<file path="src/rtl/ws2812_pkg.sv">
// Shared state encoding, default timing constants and counter sizing helper for the WS2812 transmitter.
package ws2812_pkg;

    typedef enum logic [2:0] {
        IDLE  = 3'd0,
        LOAD  = 3'd1,
        HIGH  = 3'd2,
        LOW   = 3'd3,
        LATCH = 3'd4
    } state_t;

    localparam int DEF_NLED   = 1;
    localparam int DEF_T0H    = 40;
    localparam int DEF_T1H    = 80;
    localparam int DEF_TBIT   = 125;
    localparam int DEF_TRESET = 5000;

    // Width that holds the larger of two cycle counts without wrapping.
    function automatic int ctr_width(input int a, input int b);
        int m;
        m = (a > b) ? a : b;
        return $clog2(m + 1);
    endfunction

endpackage

</file>
<file path="src/rtl/ws2812_bit_enc.sv">
// Single-bit waveform generator: on go, drives the line high for T1H/T0H cycles
// and low for the rest of a TBIT-cycle period, flagging bit_done on the last cycle.
module ws2812_bit_enc
    import ws2812_pkg::*;
#(
    parameter int T0H  = DEF_T0H,
    parameter int T1H  = DEF_T1H,
    parameter int TBIT = DEF_TBIT,
    parameter int CW   = ctr_width(DEF_TBIT, DEF_TRESET)
) (
    input  logic clk,
    input  logic rst,
    input  logic go,
    input  logic bit_val,
    output logic line,
    output logic bit_done
);

    logic          active_r;
    logic [CW-1:0] cnt_r;
    logic [CW-1:0] th_r;
    logic          line_r;

    // End of the bit period is the last counted cycle of an active bit.
    always_comb begin
        bit_done = active_r && (cnt_r == CW'(TBIT - 1));
    end

    // Bit timer; a new go on the final cycle starts the next bit back to back.
    always_ff @(posedge clk or negedge rst) begin
        if (!rst) begin
            active_r <= 1'b0;
            cnt_r    <= '0;
            th_r     <= '0;
            line_r   <= 1'b0;
        end else if (go) begin
            active_r <= 1'b1;
            cnt_r    <= '0;
            th_r     <= bit_val ? CW'(T1H) : CW'(T0H);
            line_r   <= 1'b1;
        end else if (active_r) begin
            if (bit_done) begin
                active_r <= 1'b0;
                cnt_r    <= '0;
                line_r   <= 1'b0;
            end else begin
                cnt_r  <= cnt_r + CW'(1);
                line_r <= (cnt_r + CW'(1)) < th_r;
            end
        end else begin
            cnt_r  <= '0;
            line_r <= 1'b0;
        end
    end

    assign line = line_r;

endmodule

</file>
<file path="src/rtl/ws2812_tx.sv">
// WS2812 frame transmitter: streams 3*nled bytes (G,R,B per LED) MSB first, then latches.
// Optional macro WS2812_AUTO_REFRESH_EN restarts the frame automatically after each latch.
module ws2812_tx
    import ws2812_pkg::*;
#(
    parameter int nled   = DEF_NLED,
    parameter int T0H    = DEF_T0H,
    parameter int T1H    = DEF_T1H,
    parameter int TBIT   = DEF_TBIT,
    parameter int TRESET = DEF_TRESET
) (
    input  logic       clk,
    input  logic       rst,
    input  logic       start,
    output logic       busy,
    output logic       done,
    output logic [7:0] rd_addr,
    input  logic [7:0] rd_data,
    output logic       ws2812_out
);

    localparam int         CW        = ctr_width(TBIT, TRESET);
    localparam logic [7:0] LAST_ADDR = 8'(3 * nled - 1);

    state_t        state_r, state_s;
    logic [7:0]    shreg_r, shreg_s;
    logic [2:0]    bit_cnt_r, bit_cnt_s;
    logic [7:0]    rd_addr_r, rd_addr_s;
    logic [CW-1:0] latch_cnt_r, latch_cnt_s;
    logic          busy_r, done_r, done_s;
    logic          go_s, bit_val_s, line_s, bit_done_s;

    ws2812_bit_enc #(
        .T0H  (T0H),
        .T1H  (T1H),
        .TBIT (TBIT),
        .CW   (CW)
    ) u_bit_enc (
        .clk      (clk),
        .rst      (rst),
        .go       (go_s),
        .bit_val  (bit_val_s),
        .line     (line_s),
        .bit_done (bit_done_s)
    );

    // Next-state and datapath decode; the shift register holds the bits still to send.
    always_comb begin
        state_s     = state_r;
        shreg_s     = shreg_r;
        bit_cnt_s   = bit_cnt_r;
        rd_addr_s   = rd_addr_r;
        latch_cnt_s = latch_cnt_r;
        done_s      = 1'b0;
        go_s        = 1'b0;
        bit_val_s   = 1'b0;
        case (state_r)
            IDLE: begin
                if (start) begin
                    state_s   = LOAD;
                    rd_addr_s = 8'd0;
                end else begin
                    state_s = IDLE;
                end
            end
            LOAD: begin
                shreg_s   = {rd_data[6:0], 1'b0};
                bit_cnt_s = 3'd7;
                go_s      = 1'b1;
                bit_val_s = rd_data[7];
                state_s   = HIGH;
            end
            HIGH, LOW: begin
                if (bit_done_s) begin
                    if (bit_cnt_r != 3'd0) begin
                        shreg_s   = {shreg_r[6:0], 1'b0};
                        bit_cnt_s = bit_cnt_r - 3'd1;
                        go_s      = 1'b1;
                        bit_val_s = shreg_r[7];
                        state_s   = HIGH;
                    end else if (rd_addr_r < LAST_ADDR) begin
                        rd_addr_s = rd_addr_r + 8'd1;
                        state_s   = LOAD;
                    end else begin
                        latch_cnt_s = '0;
                        state_s     = LATCH;
                    end
                end else if (!line_s) begin
                    state_s = LOW;
                end else begin
                    state_s = state_r;
                end
            end
            LATCH: begin
                if (latch_cnt_r == CW'(TRESET - 1)) begin
                    done_s      = 1'b1;
                    latch_cnt_s = '0;
                    rd_addr_s   = 8'd0;
`ifdef WS2812_AUTO_REFRESH_EN
                    state_s     = LOAD;
`else
                    state_s     = IDLE;
`endif
                end else begin
                    latch_cnt_s = latch_cnt_r + CW'(1);
                end
            end
            default: begin
                state_s = IDLE;
            end
        endcase
    end

    // State register.
    always_ff @(posedge clk or negedge rst) begin
        if (!rst) begin
            state_r <= IDLE;
        end else begin
            state_r <= state_s;
        end
    end

    // Datapath and registered status outputs.
    always_ff @(posedge clk or negedge rst) begin
        if (!rst) begin
            shreg_r     <= 8'd0;
            bit_cnt_r   <= 3'd0;
            rd_addr_r   <= 8'd0;
            latch_cnt_r <= '0;
            busy_r      <= 1'b0;
            done_r      <= 1'b0;
        end else begin
            shreg_r     <= shreg_s;
            bit_cnt_r   <= bit_cnt_s;
            rd_addr_r   <= rd_addr_s;
            latch_cnt_r <= latch_cnt_s;
            busy_r      <= (state_s != IDLE);
            done_r      <= done_s;
        end
    end

    assign busy       = busy_r;
    assign done       = done_r;
    assign rd_addr    = rd_addr_r;
    assign ws2812_out = line_s;

endmodule

</file>
<file path="config.mk">
export PLATFORM = sky130hd
export DESIGN_NAME = ws2812_tx
export DESIGN_NICKNAME = d
export VERILOG_FILES = /design/src/rtl/ws2812_pkg.sv /design/src/rtl/ws2812_bit_enc.sv /design/src/rtl/ws2812_tx.sv
export SDC_FILE = /design/constraint.sdc
export NUM_CORES = 1
export LEC_CHECK = 0
export CELL_PAD_IN_SITES_DETAIL_PLACEMENT = 1
export CELL_PAD_IN_SITES_GLOBAL_PLACEMENT = 1
export CORE_MARGIN = 4
export CORE_UTILIZATION = 48
export CTS_CLUSTER_SIZE = 16
export DETAILED_ROUTE_END_ITERATION = 10
export HOLD_SLACK_MARGIN = 0.12
export PLACE_DENSITY_LB_ADDON = 0.1
export SYNTH_ARGS = -nofsm -noshare
export SYNTH_HDL_FRONTEND = slang
export SYNTH_SLANG_ARGS = --single-unit
export TNS_END_PERCENT = 10
</file>
<file path="constraint.sdc">
create_clock -name clk -period 5.94 [get_ports clk]
set_input_delay 1.188 -clock clk [delete_from_list [all_inputs] [get_ports clk]]
set_output_delay 1.188 -clock clk [all_outputs]
set_load 0.02 [all_outputs]
</file>
# ---- Yosys cells after proc, flatten, opt, wreduce, memory -nomap -nowiden
# Cells that the tools add are included.
dict set report word_totals {
  input_bits 11
  elab_cells 83
  ff_bits 65
  out_inout_bits 11
}
dict set report classes {
  reduce_logical 11
  n_lt_le_gt_ge 2
  mux 42
  add_sub_neg 4
  eq_ne 13
}
# cell count
set ops {}
lappend ops {{2-to-1 mux 13 bit} 7}
lappend ops {{2-to-1 mux 8 bit} 7}
lappend ops {{adder 13 x 1 -> 13 bit (second input constant)} 2}
lappend ops {{case mux 13 bit (2 select lines)} 1}
lappend ops {{case mux 8 bit (3 select lines)} 1}
lappend ops {{2-to-1 mux 3 bit} 7}
lappend ops {{case mux 8 bit (2 select lines)} 1}
lappend ops {{inequality test 2 bit (second input constant)} 7}
lappend ops {{== test 13 bit (second input constant)} 1}
lappend ops {{== test 13 x 7 -> 1 bit (second input constant)} 1}
lappend ops {{< comparator 13 bit} 1}
lappend ops {{2-to-1 mux 1 bit} 13}
lappend ops {{case mux 3 bit (4 select lines)} 1}
lappend ops {{nonzero test 3 bit} 3}
lappend ops {{adder 8 x 1 -> 8 bit (second input constant)} 1}
lappend ops {{< comparator 8 x 2 -> 1 bit (second input constant)} 1}
lappend ops {{2-to-1 mux 7 bit} 1}
lappend ops {{== test 3 x 2 -> 1 bit (second input constant)} 2}
lappend ops {{case mux 3 bit (2 select lines)} 1}
lappend ops {{AND reduction 6 bit} 1}
lappend ops {{case mux 1 bit (2 select lines)} 2}
lappend ops {{AND reduction 4 bit} 1}
lappend ops {{nonzero test 2 bit} 2}
lappend ops {{== test 3 x 1 -> 1 bit (second input constant)} 1}
lappend ops {{6 further kinds} 6}

# ---- Longest topological paths before layout
dict set report logic_depth {
  word_depth 6
  depth_mapped 9
  ltp_nobuf 8
}

# ---- Modules after synthesis
# A second synthesis with hierarchy kept.
dict set report unflattened {
  hier_cells 281
  area_unflattened_um2 2793.9
}
# mod cells_each area_each_um2 seq_area_each_um2 n_inst
set by_module_without_submodules {}
lappend by_module_without_submodules {ws2812_tx 186 1859.3 900.9 1}
lappend by_module_without_submodules {ws2812_bit_enc 95 934.6 425.4 1}

# ---- Least setup slack after synthesis
# Ideal clock, no wire load.
dict set report synth_path {
  kind {input to register}
  startpoint {input start}
  endpoint {register rd_addr_r[0], in the netlist rd_addr[0]}
  arrival_time_ns 2.053
  path_buffers 0
  cell_stages 5
  setup_time_ns 0.125
  slack_ns 3.762
  required_time_ns 5.815
  cell_sequence {nor3_1 -> a21oi_2 -> o211a_4 -> and2_1 -> mux2_4}
}
dict set report synth_via {
  elab_chain_cells 2
}
# item line_no
set synth_rtl {}
lappend synth_rtl {{from (decl)} ws2812_tx.sv:14} ;# input logic start,
lappend synth_rtl {{inequality test 2 bit (no source line)} --}
lappend synth_rtl {{AND reduction 6 bit (no source line)} --}
lappend synth_rtl {{to (signal assigned)} ws2812_tx.sv:135} ;# rd_addr_r <= rd_addr_s;
lappend synth_rtl {{to (decl)} ws2812_tx.sv:28} ;# logic [7:0] rd_addr_r, rd_addr_s;
# No other way between the ends.
# A chain may end at the register's enable or synchronous reset.

# ---- Final worst setup path
dict set report layout_path {
  startpoint {register u_bit_enc.cnt_r[0]}
  endpoint {register latch_cnt_r[3]}
}
dict set report layout_via {
  elab_chain_cells 4
}
# item line_no
set layout_rtl {}
lappend layout_rtl {{from (decl)} ws2812_bit_enc.sv:20} ;# logic [CW-1:0] cnt_r;
lappend layout_rtl {{from (signal assigned)} ws2812_bit_enc.sv:47} ;# cnt_r <= cnt_r + CW'(1);
lappend layout_rtl {{== test 13 x 7 -> 1 bit} ws2812_bit_enc.sv:26} ;# bit_done = active_r && (cnt_r == CW'(TBIT - 1));
lappend layout_rtl {{logical AND 1 bit} ws2812_bit_enc.sv:26}
lappend layout_rtl {{inequality test 2 bit (no source line)} --}
lappend layout_rtl {{AND reduction 4 bit (no source line)} --}
lappend layout_rtl {{to (signal assigned)} ws2812_tx.sv:136} ;# latch_cnt_r <= latch_cnt_s;
lappend layout_rtl {{to (decl)} ws2812_tx.sv:29} ;# logic [CW-1:0] latch_cnt_r, latch_cnt_s;
# No other way between the ends.

==> flow_summary.yaml <==
timing:
  hold_viol: 0
  skew_ps: 8.31
  min_period_ps: 2700
  fmax_ghz: 0.371
  setup_violations: 0
  setup_tns_ps: 0
  slew_viol_final: 0
  rsz0062_at_grt: "no"
  relSlewSlack: 0.448
  post-route-period-util: 0.454
  worst_slew_pin_slew_ps: 826
floorplan:
  rows: 26
  design.die.area_sq_um: 6790
  io_pins: 22
  die_h_um: 82.4
  core_sq_um: 5240
  die_w_um: 82.4
  start_util: 0.507
cts:
  clkSinkCount: 53
  cts-resized-gates: 0
  cts_tree: "built"
  postCtsHoldBufs: 0
  htree_num_levels: 2
  cts_made_buffers: 5
  clk_pin_slew_ps: 100
  cts-root-buf: "clkbuf_8"
  cts_max_path_buffers: 2
  clk_latency_ps: 310
  postCtsSetupBuffers: 0
route:
  drt_iter0_markers: 99
  ant_nets: 0
  remaining_drc_errors: 0
  vias: 2132
  first_pass_iters: 4
  routed_via_density: 5.73
  avgRoutedWirePerCell_um: 16.4
  drt_wl_total_um: 6120
yosys:
  synthMuxAreaShare: 0.0170
  synth_cell_types: 39
  synth-simple-area-share: 0.242
  syn_inst: 280
  synthAdderAreaFrac: 0.0424
  syn_nets: 300
  ys_ff_latch: 53
  synth.avg_cell_area_sq_um: 9.48
  ys.flop_type: "dfrtp_1"
  synth_compound_area_frac: 0.125
  synthArstFlopShare: 1.00
  synth.yosys.seq_area_share: 0.500
  synth_top_family_by_area: "simple AND/OR/NAND/NOR gates"
  syn_area_sq_um: 2660
  synth-xor-area-share: 0.0462
  yosys_warnings: 0
  synth-edff-count: 0
layout:
  final_cell_mix: "dfrtp_1, nor2_1, nand2_1"
  syn_to_final_growth_pct: 14.3
  final_common_cell: "dfrtp_1"
  final_net_count: 321
  antenna_cells: 0
  final_core_util: 0.580
  drive_gt1_frac: 0.0530
worst_setup_path:
  worst-path-buf-inv: 1
  cp_top_family: "simple AND/OR/NAND/NOR gates"
  cp.arrival_ps: 2870
  path_max_fanout: 13
  cp_num_cells: 8
  max_stage_delay_ps: 530
  crit_chain: "inv_1, ha_1, nor4bb_1, nand4_1, o21ai_0, nand2_1, o21ai_0, o31ai_1"
  critPathSlowestCell: "nor4bb_1"
  end_kind: "register"
  cp_common_cell: "o21ai_0"
  startpoint_type: "register"
  worst_r2r_path_depth: 8
  required_ps: 6110
  critPathKind: "reg -> reg"
grt:
  grt_max_degree: 54
  gr-total-overflow: 0
  antenna_found_initial: 0
  grt_pass1_wl_um: 10800
  grt.total_usage: 0.205
  grt_pass1_vias: 2228
placed_design:
  port_buffers: 21
  place_congestion: 0.781
  place_hpwl_um: 4360
outcome:
  outcome: "finished clean"
worst_hold_path:
  hold_path_class: "reg -> reg"
  holdPathStages: 1
pwr:
  p_leak_nw: 1.36
  peakVddDrop_uv: 150
  power.density_nw_per_um2: 209
run:
  cap_violations: 0
==> cells in the mapped netlist, types with 3 or more instances <==
| cell type | count | share of area |
|---|---|---|
| or3_1 | 3 | 0.0071 |
| and3_1 | 6 | 0.014 |
| nor4_1 | 6 | 0.014 |
| xor2_1 | 5 | 0.016 |
| nand3_1 | 17 | 0.032 |
| nor2_1 | 36 | 0.051 |
| nor3_1 | 5 | 0.0094 |
| a21oi_1 | 8 | 0.015 |
| and4_1 | 3 | 0.0099 |
| nand4_1 | 5 | 0.012 |
| dfrtp_1 | 53 | 0.50 |
| mux2i_1 | 3 | 0.011 |
| a31oi_1 | 4 | 0.0094 |
| clkbuf_1 | 7 | 0.0099 |
| o21ai_0 | 23 | 0.043 |
| and2_1 | 4 | 0.0094 |
| o22ai_1 | 6 | 0.014 |
| o31ai_1 | 3 | 0.0085 |
| ha_1 | 9 | 0.042 |
| nor2b_1 | 9 | 0.021 |
| xnor2_1 | 9 | 0.030 |
| inv_1 | 11 | 0.016 |
| nand2_1 | 24 | 0.034 |
==> power by group <==
| group | switching, mW | internal, mW | total, mW |
|---|---|---|---|
| logic | 0.0120 | 0.00933 | 0.0214 |
| registers | 0.00194 | 0.364 | 0.366 |
| clock network | 0.120 | 0.127 | 0.247 |
| total | 0.134 | 0.500 | 0.634 |
==> sequential cells by signal, indices dropped and copies added, names as in the netlist <==
signal and count:
u_bit_enc.cnt_r 13, u_bit_enc.line 1, busy 1, rd_addr 8, latch_cnt_r 13, u_bit_enc.active_r 1, u_bit_enc.th_r 2, shreg_r 7
bit_cnt_r 3, state_r 3, done 1
==> metal layers <==
metal  GRT usage  part of all wire  up-vias
met3      0.0358             0.025        5
li1            -                 -     1030
met4      0.0498            0.0096        0
met1       0.279              0.47     1074
met5           0                 0        -
met2       0.339              0.49       23
==> cell families (layout without fill, tap and decap cells) <==
family | after synthesis | in the layout
adders and majority gates | 9 | 9
muxes | 4 | 4
AOI/OAI and AO/OA | 54 | 54
buffers and inverters | 19 | 41
and+or+nand+nor | 127 | 127
DFF | 53 | 53
xor gates and xnor gates | 14 | 14
==> final cells by class <==
cell class	instances	area, sq um
fill	601	2200
inverter	11	41.3
clock buffer	6	72.6
sequential	53	1330
tap	70	87.6
multi-input combinational	208	1260
clock inverter	2	38.8
timing repair buffer	22	213
==> worst reg2reg max path, stage by stage (launching register included) <==
cell and delay [ps]:
dfrtp_1 420, inv_1 70, ha_1 140, nor4bb_1 530
nand4_1 220, o21ai_0 430, nand2_1 380, o21ai_0 270
o31ai_1 110
==> path summary, 6_finish.rpt <==
| kind | from | end | slack (ps) |
|---|---|---|---|
| worst max-delay path | u_bit_enc.cnt_r[0]$_DFF_PN0_ | latch_cnt_r[3]$_DFFE_PN0P_ | 3240 |
| worst min-delay path | bit_cnt_r[0]$_DFFE_PN0P_ | bit_cnt_r[0]$_DFFE_PN0P_ | 480 |
| worst max register to register | u_bit_enc.cnt_r[0]$_DFF_PN0_ | latch_cnt_r[3]$_DFFE_PN0P_ | 3240 |
| worst min register to register | bit_cnt_r[0]$_DFFE_PN0P_ | bit_cnt_r[0]$_DFFE_PN0P_ | 480 |
| max in group asynchronous | rst | u_bit_enc.cnt_r[10]$_DFF_PN0_ | 4480 |
| min in group asynchronous | rst | latch_cnt_r[10]$_DFFE_PN0P_ | 1000 |
==> through the flow <==
| step | cell area (sq um) | power (mW) | setup WS, ps | hold WS (ps) | cells |
|---|---|---|---|---|---|
| final | 3040 | 0.634 | 3240 | 480 | 372 |
| after global routing | 3040 | 0.661 | 3020 | 513 | 372 |
| after CTS | 3040 | 0.639 | 3250 | 486 | 372 |
| after detailed placement | 2920 | 0.395 | 3190 | 474 | 364 |
| after global placement | 2920 | 0.395 | 3210 | 456 | 364 |
| after floorplan | 2660 | 0.378 | 3760 | 438 | 280 |
(Power assumes the default switching activity.)
